<file path="src/rtl/cp0.sv">
// cp0 - MIPS-style system control coprocessor (coprocessor 0).
//
// Holds the SR, Cause, EPC and PRId registers. It resolves exceptions and
// interrupts arriving at the commit stage, raises a same-cycle request to
// the pipeline and captures the exception state on the following clock edge.
//
// Ports
//   clk          : system clock, all state changes on the rising edge
//   reset        : synchronous active-low reset
//   A            : register address for mfc0 reads and mtc0 writes
//   DIn          : mtc0 write data
//   WE           : mtc0 write enable
//   PC           : address of the instruction at the commit stage
//   BDIn         : that instruction sits in a branch delay slot
//   ExcCodeIn    : exception code from earlier stages, 0 = none
//   Load_Ov_In   : load address error flag
//   Store_Ov_In  : store address error flag
//   Cal_Ov_In    : arithmetic overflow flag
//   HWInt        : external hardware interrupt lines
//   EXLClr       : eret is committing, clears SR.EXL
//   Req          : exception/interrupt request to the pipeline
//   EPCOut       : current EPC value, used as the eret target
//   DOut         : mfc0 read data
module cp0 (
  input  logic        clk,
  input  logic        reset,
  input  logic [4:0]  A,
  input  logic [31:0] DIn,
  input  logic        WE,
  input  logic [31:0] PC,
  input  logic        BDIn,
  input  logic [4:0]  ExcCodeIn,
  input  logic        Load_Ov_In,
  input  logic        Store_Ov_In,
  input  logic        Cal_Ov_In,
  input  logic [5:0]  HWInt,
  input  logic        EXLClr,
  output logic        Req,
  output logic [31:0] EPCOut,
  output logic [31:0] DOut
);

  localparam logic [4:0]  ADDR_SR    = 5'd12;
  localparam logic [4:0]  ADDR_CAUSE = 5'd13;
  localparam logic [4:0]  ADDR_EPC   = 5'd14;
  localparam logic [4:0]  ADDR_PRID  = 5'd15;
  localparam logic [31:0] PRID_VALUE = 32'h2023_0007;

  // Only the architecturally meaningful bits are stored; everything else
  // reads back as zero.
  logic [5:0]  r_im;
  logic        r_exl;
  logic        r_ie;
  logic        r_bd;
  logic [5:0]  r_ip;
  logic [4:0]  r_excCode;
  logic [31:0] r_epc;

  logic [4:0]  w_excCode;
  logic        w_intReq;
  logic        w_excReq;
  logic        w_req;
  logic [31:0] w_sr;
  logic [31:0] w_cause;

  // Exception code resolution: an upstream code beats the local overflow
  // flags, which are themselves ordered load, store, arithmetic.
  always_comb begin
    w_excCode = 5'd0;
    if (ExcCodeIn != 5'd0) begin
      w_excCode = ExcCodeIn;
    end else if (Load_Ov_In) begin
      w_excCode = 5'd4;
    end else if (Store_Ov_In) begin
      w_excCode = 5'd5;
    end else if (Cal_Ov_In) begin
      w_excCode = 5'd12;
    end
  end

  // EXL blocks both sources so a handler is never re-entered.
  assign w_intReq = (|(HWInt & r_im)) & r_ie & ~r_exl;
  assign w_excReq = (w_excCode != 5'd0) & ~r_exl;
  assign w_req    = w_intReq | w_excReq;
  assign Req      = w_req;

  assign w_sr    = {16'd0, r_im, 8'd0, r_exl, r_ie};
  assign w_cause = {r_bd, 15'd0, r_ip, 3'd0, r_excCode, 2'd0};

  // Register state. Inside the non-reset branch the later assignments take
  // precedence: a request overrides any mtc0 write, and EXLClr overrides
  // the EXL bit of a simultaneous SR write while leaving IM/IE to DIn.
  always_ff @(posedge clk) begin
    if (!reset) begin
      r_im      <= 6'd0;
      r_exl     <= 1'b0;
      r_ie      <= 1'b0;
      r_bd      <= 1'b0;
      r_ip      <= 6'd0;
      r_excCode <= 5'd0;
      r_epc     <= 32'd0;
    end else begin
      r_ip <= HWInt;
      if (w_req) begin
        r_exl     <= 1'b1;
        r_excCode <= w_intReq ? 5'd0 : w_excCode;
        r_bd      <= BDIn;
        r_epc     <= BDIn ? (PC - 32'd4) : PC;
      end else begin
        if (WE && (A == ADDR_SR)) begin
          r_im  <= DIn[15:10];
          r_exl <= DIn[1];
          r_ie  <= DIn[0];
        end
        if (WE && (A == ADDR_EPC)) begin
          r_epc <= DIn;
        end
        if (EXLClr) begin
          r_exl <= 1'b0;
        end
      end
    end
  end

  // mfc0 read port shows the stored value; same-cycle writes are not
  // forwarded.
  always_comb begin
    DOut = 32'd0;
    case (A)
      ADDR_SR:    DOut = w_sr;
      ADDR_CAUSE: DOut = w_cause;
      ADDR_EPC:   DOut = r_epc;
      ADDR_PRID:  DOut = PRID_VALUE;
      default:    DOut = 32'd0;
    endcase
  end

  assign EPCOut = r_epc;

endmodule

</file>
<file path="config.mk">
export PLATFORM = sky130hd
export DESIGN_NAME = cp0
export DESIGN_NICKNAME = d
export VERILOG_FILES = /design/src/rtl/cp0.sv
export SDC_FILE = /design/constraint.sdc
export NUM_CORES = 1
export LEC_CHECK = 0
export BUFFER_PORTS_ARGS = -buffer_cell sky130_fd_sc_hd__buf_4
export CORE_UTILIZATION = 51
export DETAILED_ROUTE_END_ITERATION = 12
export GPL_TIMING_DRIVEN = 0
export HOLD_SLACK_MARGIN = 0.05
export PLACE_DENSITY = 0.88
export SYNTH_ARGS = -nofsm -noshare
export SYNTH_HDL_FRONTEND = slang
export SYNTH_SLANG_ARGS = --single-unit
</file>
<file path="constraint.sdc">
create_clock -name clk -period 5.2 [get_ports clk]
set_clock_uncertainty 0.1 [all_clocks]
set_input_delay 1.3 -clock clk [delete_from_list [all_inputs] [get_ports clk]]
set_output_delay 1.3 -clock clk [all_outputs]
set_load 0.03 [all_outputs]
</file>
==> impl_metrics.xml, run 1 <==
<?xml version="1.0" encoding="UTF-8"?>
<metrics>
  <group name="route">
    <metric name="drt_pass1_iterations" unit="">5</metric>
    <metric name="routed_wirelength" unit="mm">11.5</metric>
    <metric name="via_per_inst" unit="">5.94</metric>
    <metric name="drt-wirelength-per-cell" unit="µm">17.8</metric>
    <metric name="residual_antenna_violating_net_count_after_detailed_routing" unit="">0</metric>
    <metric name="remaining_drc_errors" unit="">0</metric>
    <metric name="detailroute.via_count" unit="">3840</metric>
    <metric name="first_iter_violations" unit="">333</metric>
  </group>
  <group name="logic_synthesis">
    <metric name="asyncSetResetFlopFracSynth" unit="%">0</metric>
    <metric name="synth-edff-count" unit="">0</metric>
    <metric name="synth.area.top_cells" unit="">sky130_fd_sc_hd__dfxtp_1 (31%), sky130_fd_sc_hd__mux2i_1 (10%), sky130_fd_sc_hd__nand2_1 (6.1%)</metric>
    <metric name="postSynthRegisterBits" unit="">52</metric>
    <metric name="post_synth_instance_area" unit="µm²">3310</metric>
    <metric name="synth_warnings" unit="">0</metric>
    <metric name="ys_dominant_reg_cell" unit="">sky130_fd_sc_hd__dfxtp_1</metric>
    <metric name="yosys.area.top_type_share" unit="%">31.4</metric>
    <metric name="netlist_instances" unit="">412</metric>
    <metric name="synth.lib_cells_used.distinct" unit="">49</metric>
    <metric name="synth-seq-area-share" unit="%">31.4</metric>
    <metric name="avgSynthCellArea" unit="µm²">8.04</metric>
    <metric name="synth_nets" unit="">501</metric>
    <metric name="synth_top_cell_by_area" unit="">sky130_fd_sc_hd__dfxtp_1</metric>
  </group>
  <group name="clocking">
    <metric name="clock_tree.root_cell" unit="">sky130_fd_sc_hd__clkbuf_8</metric>
    <metric name="numClockSinks" unit="">52</metric>
    <metric name="ctsLongestPathBuffers" unit="">2</metric>
    <metric name="tritoncts" unit="">done</metric>
    <metric name="hold_buffers" unit="">0</metric>
    <metric name="cts_inserted_buffers" unit="">5</metric>
    <metric name="cts_setup_buffers" unit="">0</metric>
    <metric name="path_clk_slew" unit="ns">0.09</metric>
    <metric name="post_cts_resize_count" unit="">0</metric>
    <metric name="htree_num_levels" unit="">2</metric>
    <metric name="insertion_delay" unit="ns">0.31</metric>
  </group>
  <group name="sta">
    <metric name="post-route-min-period" unit="ns">4.59</metric>
    <metric name="timing.max_slew.rel_slack" unit="%">59.9</metric>
    <metric name="final_min_period_over_clock_period" unit="%">88.2</metric>
    <metric name="final_max_tran_viols" unit="">0</metric>
    <metric name="totalNegativeSetupSlack" unit="ns">0</metric>
    <metric name="hold_viol" unit="">0</metric>
    <metric name="maxClockFrequency" unit="GHz">0.218</metric>
    <metric name="timing.final.setup_violations" unit="">0</metric>
    <metric name="worstMarginPinSlew" unit="ns">0.596</metric>
    <metric name="worst_hold_slack" unit="ns">0.358</metric>
    <metric name="unrepaired_setup_endpoints_after_global_routing" unit="">no</metric>
  </group>
  <group name="pwr">
    <metric name="power.density" unit="nW/µm²">215</metric>
    <metric name="cell_leakage_power" unit="nW">2.29</metric>
    <metric name="ir_worst_vdd" unit="µV">148</metric>
    <metric name="report.power.total" unit="mW">0.994</metric>
  </group>
  <group name="finish">
    <metric name="nets" unit="">657</metric>
    <metric name="most_frequent_standard_cell_in_the_layout_excluding_fill_and_tap_cells" unit="">sky130_fd_sc_hd__buf_4</metric>
    <metric name="fin_util" unit="%">73.2</metric>
    <metric name="fill_cells" unit="">512</metric>
    <metric name="top_library_cells_by_usage_in_the_layout_fill_and_taps_aside" unit="">sky130_fd_sc_hd__buf_4 (150), sky130_fd_sc_hd__nand2_1 (54), sky130_fd_sc_hd__dfxtp_1 (52)</metric>
    <metric name="insertedDiodeCount" unit="">0</metric>
    <metric name="area_growth_syn_to_layout" unit="%">39.4</metric>
    <metric name="drive_gt1_share" unit="%">33.2</metric>
  </group>
  <group name="critical_path">
    <metric name="worst-path-max-fanout" unit="">10</metric>
    <metric name="path_delay_family" unit="">buffers and inverters</metric>
    <metric name="cp_slowest_stage_delay" unit="ns">0.55</metric>
    <metric name="cp_data_arrival_time" unit="ns">3.19</metric>
    <metric name="endpoint_kind" unit="">output port</metric>
    <metric name="cp-start-kind" unit="">primary input</metric>
    <metric name="cp_num_buf_inv" unit="">4</metric>
    <metric name="most_common_cell_on_crit_path" unit="">sky130_fd_sc_hd__buf_4</metric>
    <metric name="worstPathRequired" unit="ns">3.80</metric>
    <metric name="critPathKind" unit="">primary input to output port</metric>
    <metric name="critical_path.cell_chain" unit="">buf_4, nor4_1, nand3_1, o21bai_1, inv_2, clkbuf_1, buf_4</metric>
    <metric name="crit_slowest_cell" unit="">sky130_fd_sc_hd__nor4_1</metric>
  </group>
  <group name="global_route">
    <metric name="grt_pass1_wl" unit="mm">16.6</metric>
    <metric name="gr_overflow_total" unit="">0</metric>
    <metric name="track_usage" unit="%">32.6</metric>
    <metric name="grt_antenna_before_repair" unit="">0</metric>
    <metric name="first_global_vias" unit="">3427</metric>
    <metric name="grt_start_max_net_pins" unit="">16</metric>
  </group>
  <group name="worst_hold_path">
    <metric name="holdCritPathClass" unit="">register to register</metric>
  </group>
  <group name="floorplanning">
    <metric name="floorplan.die_area" unit="µm²">6830</metric>
    <metric name="die_w" unit="µm">82.6</metric>
    <metric name="die-height" unit="µm">82.6</metric>
    <metric name="design.core.area" unit="µm²">6310</metric>
    <metric name="effective_utilization_at_floorplan" unit="%">52.5</metric>
    <metric name="ios" unit="">153</metric>
    <metric name="num_rows" unit="">29</metric>
  </group>
  <group name="placed_design">
    <metric name="place.detailed.hpwl" unit="mm">8.73</metric>
    <metric name="gp_congestion" unit="">0.927</metric>
    <metric name="io_buffers" unit="">149</metric>
  </group>
  <group name="run_status">
    <metric name="run_status" unit="">completed</metric>
  </group>
  <group name="run">
    <metric name="maximum_capacitance_violations" unit="">0</metric>
  </group>
</metrics>
## per-layer routing
| metal | global-route usage [%] | routed length, µm | vias up |
|---|---|---|---|
| li1 | - | - | 1777 |
| met1 | 38.5 | 4290 | 1763 |
| met2 | 58.3 | 5610 | 260 |
| met3 | 6.48 | 1220 | 40 |
| met4 | 11.9 | 349 | 0 |
| met5 | 0 | 0 | - |
## cell usage after synthesis, types with 2 or more instances
| library cell | instances |
|---|---|
| sky130_fd_sc_hd__a21boi_1 | 3 |
| sky130_fd_sc_hd__a21oi_1 | 25 |
| sky130_fd_sc_hd__a22oi_1 | 8 |
| sky130_fd_sc_hd__a31oi_1 | 4 |
| sky130_fd_sc_hd__and2_1 | 9 |
| sky130_fd_sc_hd__and3_1 | 23 |
| sky130_fd_sc_hd__buf_1 | 2 |
| sky130_fd_sc_hd__buf_2 | 9 |
| sky130_fd_sc_hd__clkbuf_1 | 16 |
| sky130_fd_sc_hd__dfxtp_1 | 52 |
| sky130_fd_sc_hd__inv_1 | 6 |
| sky130_fd_sc_hd__mux2_2 | 13 |
| sky130_fd_sc_hd__mux2i_1 | 33 |
| sky130_fd_sc_hd__nand2_1 | 54 |
| sky130_fd_sc_hd__nand3_1 | 9 |
| sky130_fd_sc_hd__nand3b_1 | 2 |
| sky130_fd_sc_hd__nand4_1 | 3 |
| sky130_fd_sc_hd__nor2_1 | 39 |
| sky130_fd_sc_hd__nor2b_1 | 4 |
| sky130_fd_sc_hd__nor3_1 | 4 |
| sky130_fd_sc_hd__nor4_1 | 10 |
| sky130_fd_sc_hd__nor4_2 | 2 |
| sky130_fd_sc_hd__nor4b_1 | 2 |
| sky130_fd_sc_hd__o211a_1 | 11 |
| sky130_fd_sc_hd__o21ai_0 | 11 |
| sky130_fd_sc_hd__o21ai_1 | 8 |
| sky130_fd_sc_hd__o41ai_1 | 2 |
| sky130_fd_sc_hd__or3_1 | 5 |
| sky130_fd_sc_hd__xnor2_1 | 11 |
| sky130_fd_sc_hd__xor2_1 | 13 |
## logic make-up after synthesis
logic type                 Yosys count  share of synthesized area [%]
and+or+nand+nor                    177                           28.1
DFF                                 52                           31.4
xor gates and xnor gates            24                           6.34
buffers and inverters               35                           4.42
muxes                               46                           14.4
AOI/OAI and AO/OA                   77                           14.9
adders and majority gates            1                          0.377
## flip-flops by register name, summed over array words and instances (netlist names)
signal	flops
r_ie	1
r_ip	6
r_excCode	5
r_bd	1
EPCOut	32
r_im	6
r_exl	1
## worst min-delay path, delay by kind of cell, from the launching register on
family / cells / cell delay [ns]
compound gates: 1 / 0.05
flops: 1 / 0.32
simple gates: 1 / 0.05
## worst paths after layout
path                 from            to  slack, ns  cells after the start
min          r_excCode[0]  r_excCode[0]       0.36                      2
max reg2reg       r_im[1]     EPCOut[8]       2.81                      7
min reg2reg  r_excCode[0]  r_excCode[0]       0.36                      2
max          ExcCodeIn[0]           Req       0.61                      7
## final cells by class
cell class | count | area [µm²] | area share [%]
Clock inverter | 2 | 10.0 | 0.217
Sequential cell | 52 | 1040 | 22.5
Tap cell | 77 | 96.3 | 2.08
Timing Repair Buffer | 149 | 1120 | 24.2
Multi-Input combinational cell | 325 | 2130 | 46.0
Buffer | 28 | 120 | 2.60
Clock buffer | 6 | 82.6 | 1.79
Inverter | 7 | 26.3 | 0.568
## power breakdown
part           switching (mW)  internal (mW)
logic                   0.166          0.129
registers              0.0229          0.427
clock network           0.142          0.107
total                   0.331          0.663
## through the flow
step                      cell area (µm²)  std cells  setup WS (ns)
after global placement               4530        638          0.764
final                                4620        646          0.612
after global routing                 4620        646          0.415
after detailed placement             4530        638          0.708
after floorplan                      3310        412           1.25
after CTS                            4620        646          0.709
No activity file was read; power rests on OpenSTA's default activity.
==> run 2, diff against run 1 <==
CORE_UTILIZATION = 35   (was 51)
CTS_CLUSTER_SIZE = 16   (was unset)
PLACE_DENSITY = 0.65   (was 0.88)
==> run 2 against run 1 <==
  * Critical path depth unchanged
  * Global-route usage decreased by 9.3 points
  * Flip-flop and latch count unchanged
  * Critical path type unchanged
  * Largest cell class unchanged
  * Largest power group unchanged
==> impl_metrics.xml, run 2 (synthesis gave the netlist of run 1 again) <==
<?xml version="1.0" encoding="UTF-8"?>
<metrics>
  <group name="run_status">
    <metric name="run_status" unit="">completed</metric>
  </group>
  <group name="finish">
    <metric name="insertedDiodeCount" unit="">0</metric>
    <metric name="nets" unit="">657</metric>
    <metric name="largest_reg_flops" unit="">32</metric>
    <metric name="finish.cell_count_without_fillers" unit="">680</metric>
    <metric name="top_library_cells_by_usage_in_the_layout_fill_and_taps_aside" unit="">sky130_fd_sc_hd__buf_4 (150), sky130_fd_sc_hd__nand2_1 (54), sky130_fd_sc_hd__dfxtp_1 (52)</metric>
    <metric name="area_growth_syn_to_layout" unit="%">40.7</metric>
    <metric name="most_frequent_standard_cell_in_the_layout_excluding_fill_and_tap_cells" unit="">sky130_fd_sc_hd__buf_4</metric>
    <metric name="drive_gt1_share" unit="%">33.2</metric>
  </group>
  <group name="sta">
    <metric name="timing.max_slew.rel_slack" unit="%">56.6</metric>
    <metric name="final.setup.worst_slack" unit="ns">0.644</metric>
    <metric name="unrepaired_setup_endpoints_after_global_routing" unit="">no</metric>
    <metric name="final_max_tran_viols" unit="">0</metric>
    <metric name="maxClockFrequency" unit="GHz">0.219</metric>
    <metric name="worstMarginPinSlew" unit="ns">0.646</metric>
    <metric name="totalNegativeSetupSlack" unit="ns">0</metric>
    <metric name="hold_viol" unit="">0</metric>
    <metric name="final_min_period_over_clock_period" unit="%">87.6</metric>
    <metric name="worst_hold_slack" unit="ns">0.360</metric>
    <metric name="post-route-min-period" unit="ns">4.56</metric>
    <metric name="timing.final.setup_violations" unit="">0</metric>
  </group>
  <group name="critical_path">
    <metric name="worstPathRequired" unit="ns">3.80</metric>
    <metric name="cp_slowest_stage_delay" unit="ns">0.51</metric>
    <metric name="most_common_cell_on_crit_path" unit="">sky130_fd_sc_hd__buf_4</metric>
    <metric name="worst-r2r-setup-slack" unit="ns">2.87</metric>
    <metric name="critical_path.cell_chain" unit="">buf_4, nor4_1, nand3_1, o21bai_1, inv_2, clkbuf_1, buf_4</metric>
    <metric name="critical_path_sink" unit="">Req</metric>
    <metric name="endpoint_kind" unit="">output port</metric>
    <metric name="cp-start-kind" unit="">primary input</metric>
    <metric name="crit-reg2reg-launch" unit="">r_im[1]</metric>
    <metric name="worst_setup_path_startpoint" unit="">ExcCodeIn[0]</metric>
    <metric name="cp_data_arrival_time" unit="ns">3.16</metric>
    <metric name="crit_slowest_cell" unit="">sky130_fd_sc_hd__nor4_1</metric>
    <metric name="worst-path-max-fanout" unit="">10</metric>
    <metric name="critical_path.reg2reg.endpoint" unit="">EPCOut[6]</metric>
    <metric name="critPathKind" unit="">primary input to output port</metric>
    <metric name="number_of_cell_instances_on_the_worst_register_to_register_path" unit="">7</metric>
  </group>
  <group name="route">
    <metric name="first_iter_violations" unit="">200</metric>
    <metric name="drt-wirelength-per-cell" unit="µm">17.5</metric>
    <metric name="residual_antenna_violating_net_count_after_detailed_routing" unit="">0</metric>
    <metric name="routed_wirelength" unit="mm">11.9</metric>
    <metric name="via_per_inst" unit="">5.31</metric>
    <metric name="detailroute.via_count" unit="">3609</metric>
    <metric name="remaining_drc_errors" unit="">0</metric>
    <metric name="drt_pass1_iterations" unit="">5</metric>
  </group>
  <group name="clocking">
    <metric name="ctsLongestPathBuffers" unit="">2</metric>
    <metric name="path_clk_slew" unit="ns">0.09</metric>
    <metric name="tritoncts" unit="">done</metric>
    <metric name="cts_inserted_buffers" unit="">5</metric>
    <metric name="post_cts_resize_count" unit="">0</metric>
    <metric name="cts_setup_buffers" unit="">0</metric>
    <metric name="htree_num_levels" unit="">2</metric>
    <metric name="insertion_delay" unit="ns">0.30</metric>
    <metric name="clock_tree.root_cell" unit="">sky130_fd_sc_hd__clkbuf_8</metric>
    <metric name="hold_buffers" unit="">0</metric>
    <metric name="numClockSinks" unit="">52</metric>
  </group>
  <group name="floorplanning">
    <metric name="num_rows" unit="">35</metric>
    <metric name="die-height" unit="µm">99.3</metric>
    <metric name="effective_utilization_at_floorplan" unit="%">36.0</metric>
    <metric name="floorplan.die_area" unit="µm²">9860</metric>
    <metric name="die_w" unit="µm">99.3</metric>
    <metric name="ios" unit="">153</metric>
    <metric name="design.core.area" unit="µm²">9200</metric>
  </group>
  <group name="pwr">
    <metric name="ir_worst_vdd" unit="µV">122</metric>
    <metric name="power.density" unit="nW/µm²">211</metric>
    <metric name="cell_leakage_power" unit="nW">2.29</metric>
    <metric name="report.power.total" unit="mW">0.984</metric>
  </group>
  <group name="placed_design">
    <metric name="gp_congestion" unit="">0.840</metric>
    <metric name="place_inst" unit="">672</metric>
    <metric name="place.detailed.hpwl" unit="mm">9.37</metric>
    <metric name="dp_slack" unit="ns">0.698</metric>
    <metric name="io_buffers" unit="">149</metric>
  </group>
  <group name="global_route">
    <metric name="track_usage" unit="%">23.3</metric>
    <metric name="gr_overflow_total" unit="">0</metric>
    <metric name="grt_start_max_net_pins" unit="">16</metric>
    <metric name="first_global_vias" unit="">3364</metric>
    <metric name="grt_antenna_before_repair" unit="">0</metric>
    <metric name="grt_pass1_wl" unit="mm">17.6</metric>
  </group>
  <group name="worst_hold_path">
    <metric name="holdCritPathClass" unit="">register to register</metric>
    <metric name="hold_depth" unit="">2</metric>
  </group>
  <group name="run">
    <metric name="maximum_capacitance_violations" unit="">0</metric>
  </group>
</metrics>
run 2: cell counts in the layout (fill, tap and decap cells not counted):
No cell type changed its count.
run 2: report_power, final:
part | total [mW] | leakage (nW) | switching [mW] | internal (mW)
combinational | 0.294 | 1.80 | 0.164 | 0.129
sequential | 0.450 | 0.431 | 0.0226 | 0.427
clock | 0.241 | 0.0510 | 0.134 | 0.107
run 2: area by class of cell:
class / count / area, µm²
Buffer: 28 / 120
Clock buffer: 6 / 82.6
Clock inverter: 2 / 10.0
Fill cell: 929 / 4530
Inverter: 7 / 26.3
Multi-Input combinational cell: 325 / 2130
Sequential cell: 52 / 1040
Tap cell: 111 / 139
Timing Repair Buffer: 149 / 1120
run 2: worst min-delay path by stage:
| stage | slack (ns) | from | end |
|---|---|---|---|
| after global placement | 0.34 | r_excCode[0] | r_excCode[0] |
| final | 0.36 | r_excCode[0] | r_excCode[0] |
| after CTS | 0.36 | r_excCode[2] | r_excCode[2] |
| after floorplan | 0.33 | r_excCode[0] | r_excCode[0] |
| after detailed placement | 0.35 | r_excCode[2] | r_excCode[2] |
| after global routing | 0.38 | r_excCode[2] | r_excCode[2] |
run 2: worst max-delay path, delay by kind of cell:
family,cells,cell delay (ns)
buffers and inverters,4,0.85
and+or+nand+nor,2,0.63
AOI/OAI and AO/OA,1,0.36
run 2: through the flow:
step	instance area, µm²	util, %
floorplan	3310	-
global placement	4570	49.7
detailed placement	4570	49.7
CTS	4660	50.7
global route	4660	50.7
finish	4660	50.7
run 2: per-layer routing:
metal | GRT usage (%) | up-vias | part of all wire [%]
li1 | - | 1774 | -
met1 | 29.6 | 1700 | 44
met2 | 40.5 | 125 | 48
met3 | 4.29 | 10 | 6.5
met4 | 6.00 | 0 | 1.2
met5 | 0 | - | 0
==> run 3, diff against run 2 <==
CORE_ASPECT_RATIO = 1.75   (was unset)
==> run 3 against run 2 <==
  * Cell count up 1.3%
  * Hold slack lost 0.0036 ns
  * Sequential power barely moved
  * Critical path depth is the same
  * Combinational power about the same
  * Register-to-register slack about the same
  * First-iteration DRC count decreased by 28%
  * Clock power rose by 40%
  * Die area is 0.16% higher
  * Routed wire length decreased by 0.29%
  * Sequential share of layout area down 0.31 points
  * Critical endpoint unchanged
  * Highest routed layer unchanged
==> impl_metrics.xml, run 3 (synthesis gave the netlist of run 1 again) <==
<?xml version="1.0" encoding="UTF-8"?>
<metrics>
  <group name="placed_design">
    <metric name="io_buffers" unit="">149</metric>
    <metric name="gp_congestion" unit="">0.929</metric>
    <metric name="place.detailed.hpwl" unit="mm">9.60</metric>
  </group>
  <group name="clocking">
    <metric name="post_cts_resize_count" unit="">0</metric>
    <metric name="clock_tree.root_cell" unit="">sky130_fd_sc_hd__clkbuf_16</metric>
    <metric name="insertion_delay" unit="ns">0.29</metric>
    <metric name="cts_inserted_buffers" unit="">5</metric>
    <metric name="hold_buffers" unit="">0</metric>
    <metric name="cts_setup_buffers" unit="">0</metric>
    <metric name="numClockSinks" unit="">52</metric>
    <metric name="htree_num_levels" unit="">2</metric>
    <metric name="tritoncts" unit="">done</metric>
    <metric name="path_clk_slew" unit="ns">0.06</metric>
    <metric name="ctsLongestPathBuffers" unit="">2</metric>
  </group>
  <group name="critical_path">
    <metric name="critical_path.reg2reg.endpoint" unit="">EPCOut[10]</metric>
    <metric name="worst-r2r-setup-slack" unit="ns">2.88</metric>
    <metric name="critical_path.cell_chain" unit="">buf_4, nor4_1, nand3_1, o21bai_1, inv_2, clkbuf_1, buf_4</metric>
    <metric name="endpoint_kind" unit="">output port</metric>
    <metric name="cp-start-kind" unit="">primary input</metric>
    <metric name="worst_setup_path_startpoint" unit="">ExcCodeIn[0]</metric>
    <metric name="critPathKind" unit="">primary input to output port</metric>
    <metric name="worstPathRequired" unit="ns">3.80</metric>
    <metric name="crit_slowest_cell" unit="">sky130_fd_sc_hd__nor4_1</metric>
    <metric name="most_common_cell_on_crit_path" unit="">sky130_fd_sc_hd__buf_4</metric>
    <metric name="cp_slowest_stage_delay" unit="ns">0.47</metric>
    <metric name="number_of_cell_instances_on_the_worst_register_to_register_path" unit="">7</metric>
    <metric name="cp_data_arrival_time" unit="ns">3.12</metric>
    <metric name="crit-reg2reg-launch" unit="">r_im[3]</metric>
    <metric name="critical_path_sink" unit="">Req</metric>
    <metric name="worst-path-max-fanout" unit="">10</metric>
  </group>
  <group name="finish">
    <metric name="insertedDiodeCount" unit="">0</metric>
    <metric name="largest_reg_flops" unit="">32</metric>
    <metric name="nets" unit="">657</metric>
    <metric name="fill_cells" unit="">917</metric>
    <metric name="area_growth_syn_to_layout" unit="%">42.7</metric>
    <metric name="most_frequent_standard_cell_in_the_layout_excluding_fill_and_tap_cells" unit="">sky130_fd_sc_hd__buf_4</metric>
    <metric name="fin_util" unit="%">51.7</metric>
    <metric name="top_library_cells_by_usage_in_the_layout_fill_and_taps_aside" unit="">sky130_fd_sc_hd__buf_4 (150), sky130_fd_sc_hd__nand2_1 (54), sky130_fd_sc_hd__dfxtp_1 (52)</metric>
    <metric name="drive_gt1_share" unit="%">32.9</metric>
  </group>
  <group name="route">
    <metric name="via_per_inst" unit="">5.29</metric>
    <metric name="drt_pass1_iterations" unit="">4</metric>
    <metric name="remaining_drc_errors" unit="">0</metric>
    <metric name="residual_antenna_violating_net_count_after_detailed_routing" unit="">0</metric>
    <metric name="drt-wirelength-per-cell" unit="µm">17.2</metric>
    <metric name="routed_wirelength" unit="mm">11.8</metric>
    <metric name="first_iter_violations" unit="">145</metric>
    <metric name="detailroute.via_count" unit="">3643</metric>
  </group>
  <group name="pwr">
    <metric name="report.power.total" unit="mW">1.08</metric>
    <metric name="power.density" unit="nW/µm²">228</metric>
    <metric name="cell_leakage_power" unit="nW">2.31</metric>
    <metric name="ir_worst_vdd" unit="µV">131</metric>
  </group>
  <group name="sta">
    <metric name="unrepaired_setup_endpoints_after_global_routing" unit="">no</metric>
    <metric name="hold_viol" unit="">0</metric>
    <metric name="final_max_tran_viols" unit="">0</metric>
    <metric name="maxClockFrequency" unit="GHz">0.221</metric>
    <metric name="timing.final.setup_violations" unit="">0</metric>
    <metric name="totalNegativeSetupSlack" unit="ns">0</metric>
    <metric name="worstMarginPinSlew" unit="ns">0.610</metric>
    <metric name="post-route-min-period" unit="ns">4.52</metric>
    <metric name="timing.max_slew.rel_slack" unit="%">59.3</metric>
    <metric name="final_min_period_over_clock_period" unit="%">86.9</metric>
  </group>
  <group name="global_route">
    <metric name="track_usage" unit="%">24.6</metric>
    <metric name="grt_pass1_wl" unit="mm">17.7</metric>
    <metric name="grt_antenna_before_repair" unit="">0</metric>
    <metric name="grt_start_max_net_pins" unit="">15</metric>
    <metric name="first_global_vias" unit="">3612</metric>
    <metric name="gr_overflow_total" unit="">0</metric>
  </group>
  <group name="run_status">
    <metric name="run_status" unit="">completed</metric>
  </group>
  <group name="floorplanning">
    <metric name="floorplan.die_area" unit="µm²">9880</metric>
    <metric name="ios" unit="">153</metric>
    <metric name="num_rows" unit="">46</metric>
    <metric name="die_w" unit="µm">75.6</metric>
    <metric name="die-height" unit="µm">131</metric>
    <metric name="design.core.area" unit="µm²">9150</metric>
    <metric name="effective_utilization_at_floorplan" unit="%">36.2</metric>
  </group>
  <group name="worst_hold_path">
    <metric name="holdCritPathClass" unit="">register to register</metric>
  </group>
  <group name="run">
    <metric name="maximum_capacitance_violations" unit="">0</metric>
  </group>
</metrics>
[run 3: worst min-delay path by stage]
stage	start	end	slack (ns)	cells after the start
floorplan	r_excCode[0]	r_excCode[0]	0.33	2
global placement	r_excCode[0]	r_excCode[0]	0.34	2
detailed placement	r_bd	r_bd	0.35	2
CTS	r_bd	r_bd	0.36	2
global route	r_excCode[0]	r_excCode[0]	0.38	2
finish	r_bd	r_bd	0.36	2
[run 3: area by class of cell]
type | instances | area (µm²) | area share, %
plain buffers | 28 | 120 | 2.54
clock buffers | 8 | 146 | 3.10
inverters | 7 | 26.3 | 0.556
multi-input cells | 325 | 2130 | 45.0
flip-flops and latches | 52 | 1040 | 22.0
well taps | 120 | 150 | 3.17
repair buffers | 149 | 1120 | 23.7
[run 3: layer usage]
layer	routed length, µm	up-vias	GRT usage, %
met1	4270	1715	25.1
met3	597	20	4.06
met2	6670	135	47.0
met4	311	0	11.2
met5	0	-	0
li1	-	1773	-
[run 3: critical path: cells and delay by family]
kind	cells	cell delay, ns
buffers and inverters	4	0.85
AND/OR/NAND/NOR	2	0.60
AO/OA/AOI/OAI	1	0.37
[run 3: where the power goes]
part / leakage (nW) / total, mW / internal (mW) / switching, mW
logic: 1.80 / 0.292 / 0.129 / 0.163
clock network: 0.0712 / 0.337 / 0.192 / 0.145
registers: 0.431 / 0.450 / 0.427 / 0.0228
total: 2.31 / 1.08 / 0.749 / 0.331
[run 3: metrics by stage]
| stage | cell area (µm²) | hold slack [ns] | setup slack [ns] | cells |
|---|---|---|---|---|
| after floorplan | 3310 | 0.331 | 1.25 | 412 |
| after global placement | 4580 | 0.340 | 0.690 | 681 |
| after detailed placement | 4580 | 0.351 | 0.693 | 681 |
| after CTS | 4730 | 0.360 | 0.684 | 689 |
| after global routing | 4730 | 0.384 | 0.534 | 689 |
| final | 4730 | 0.356 | 0.682 | 689 |
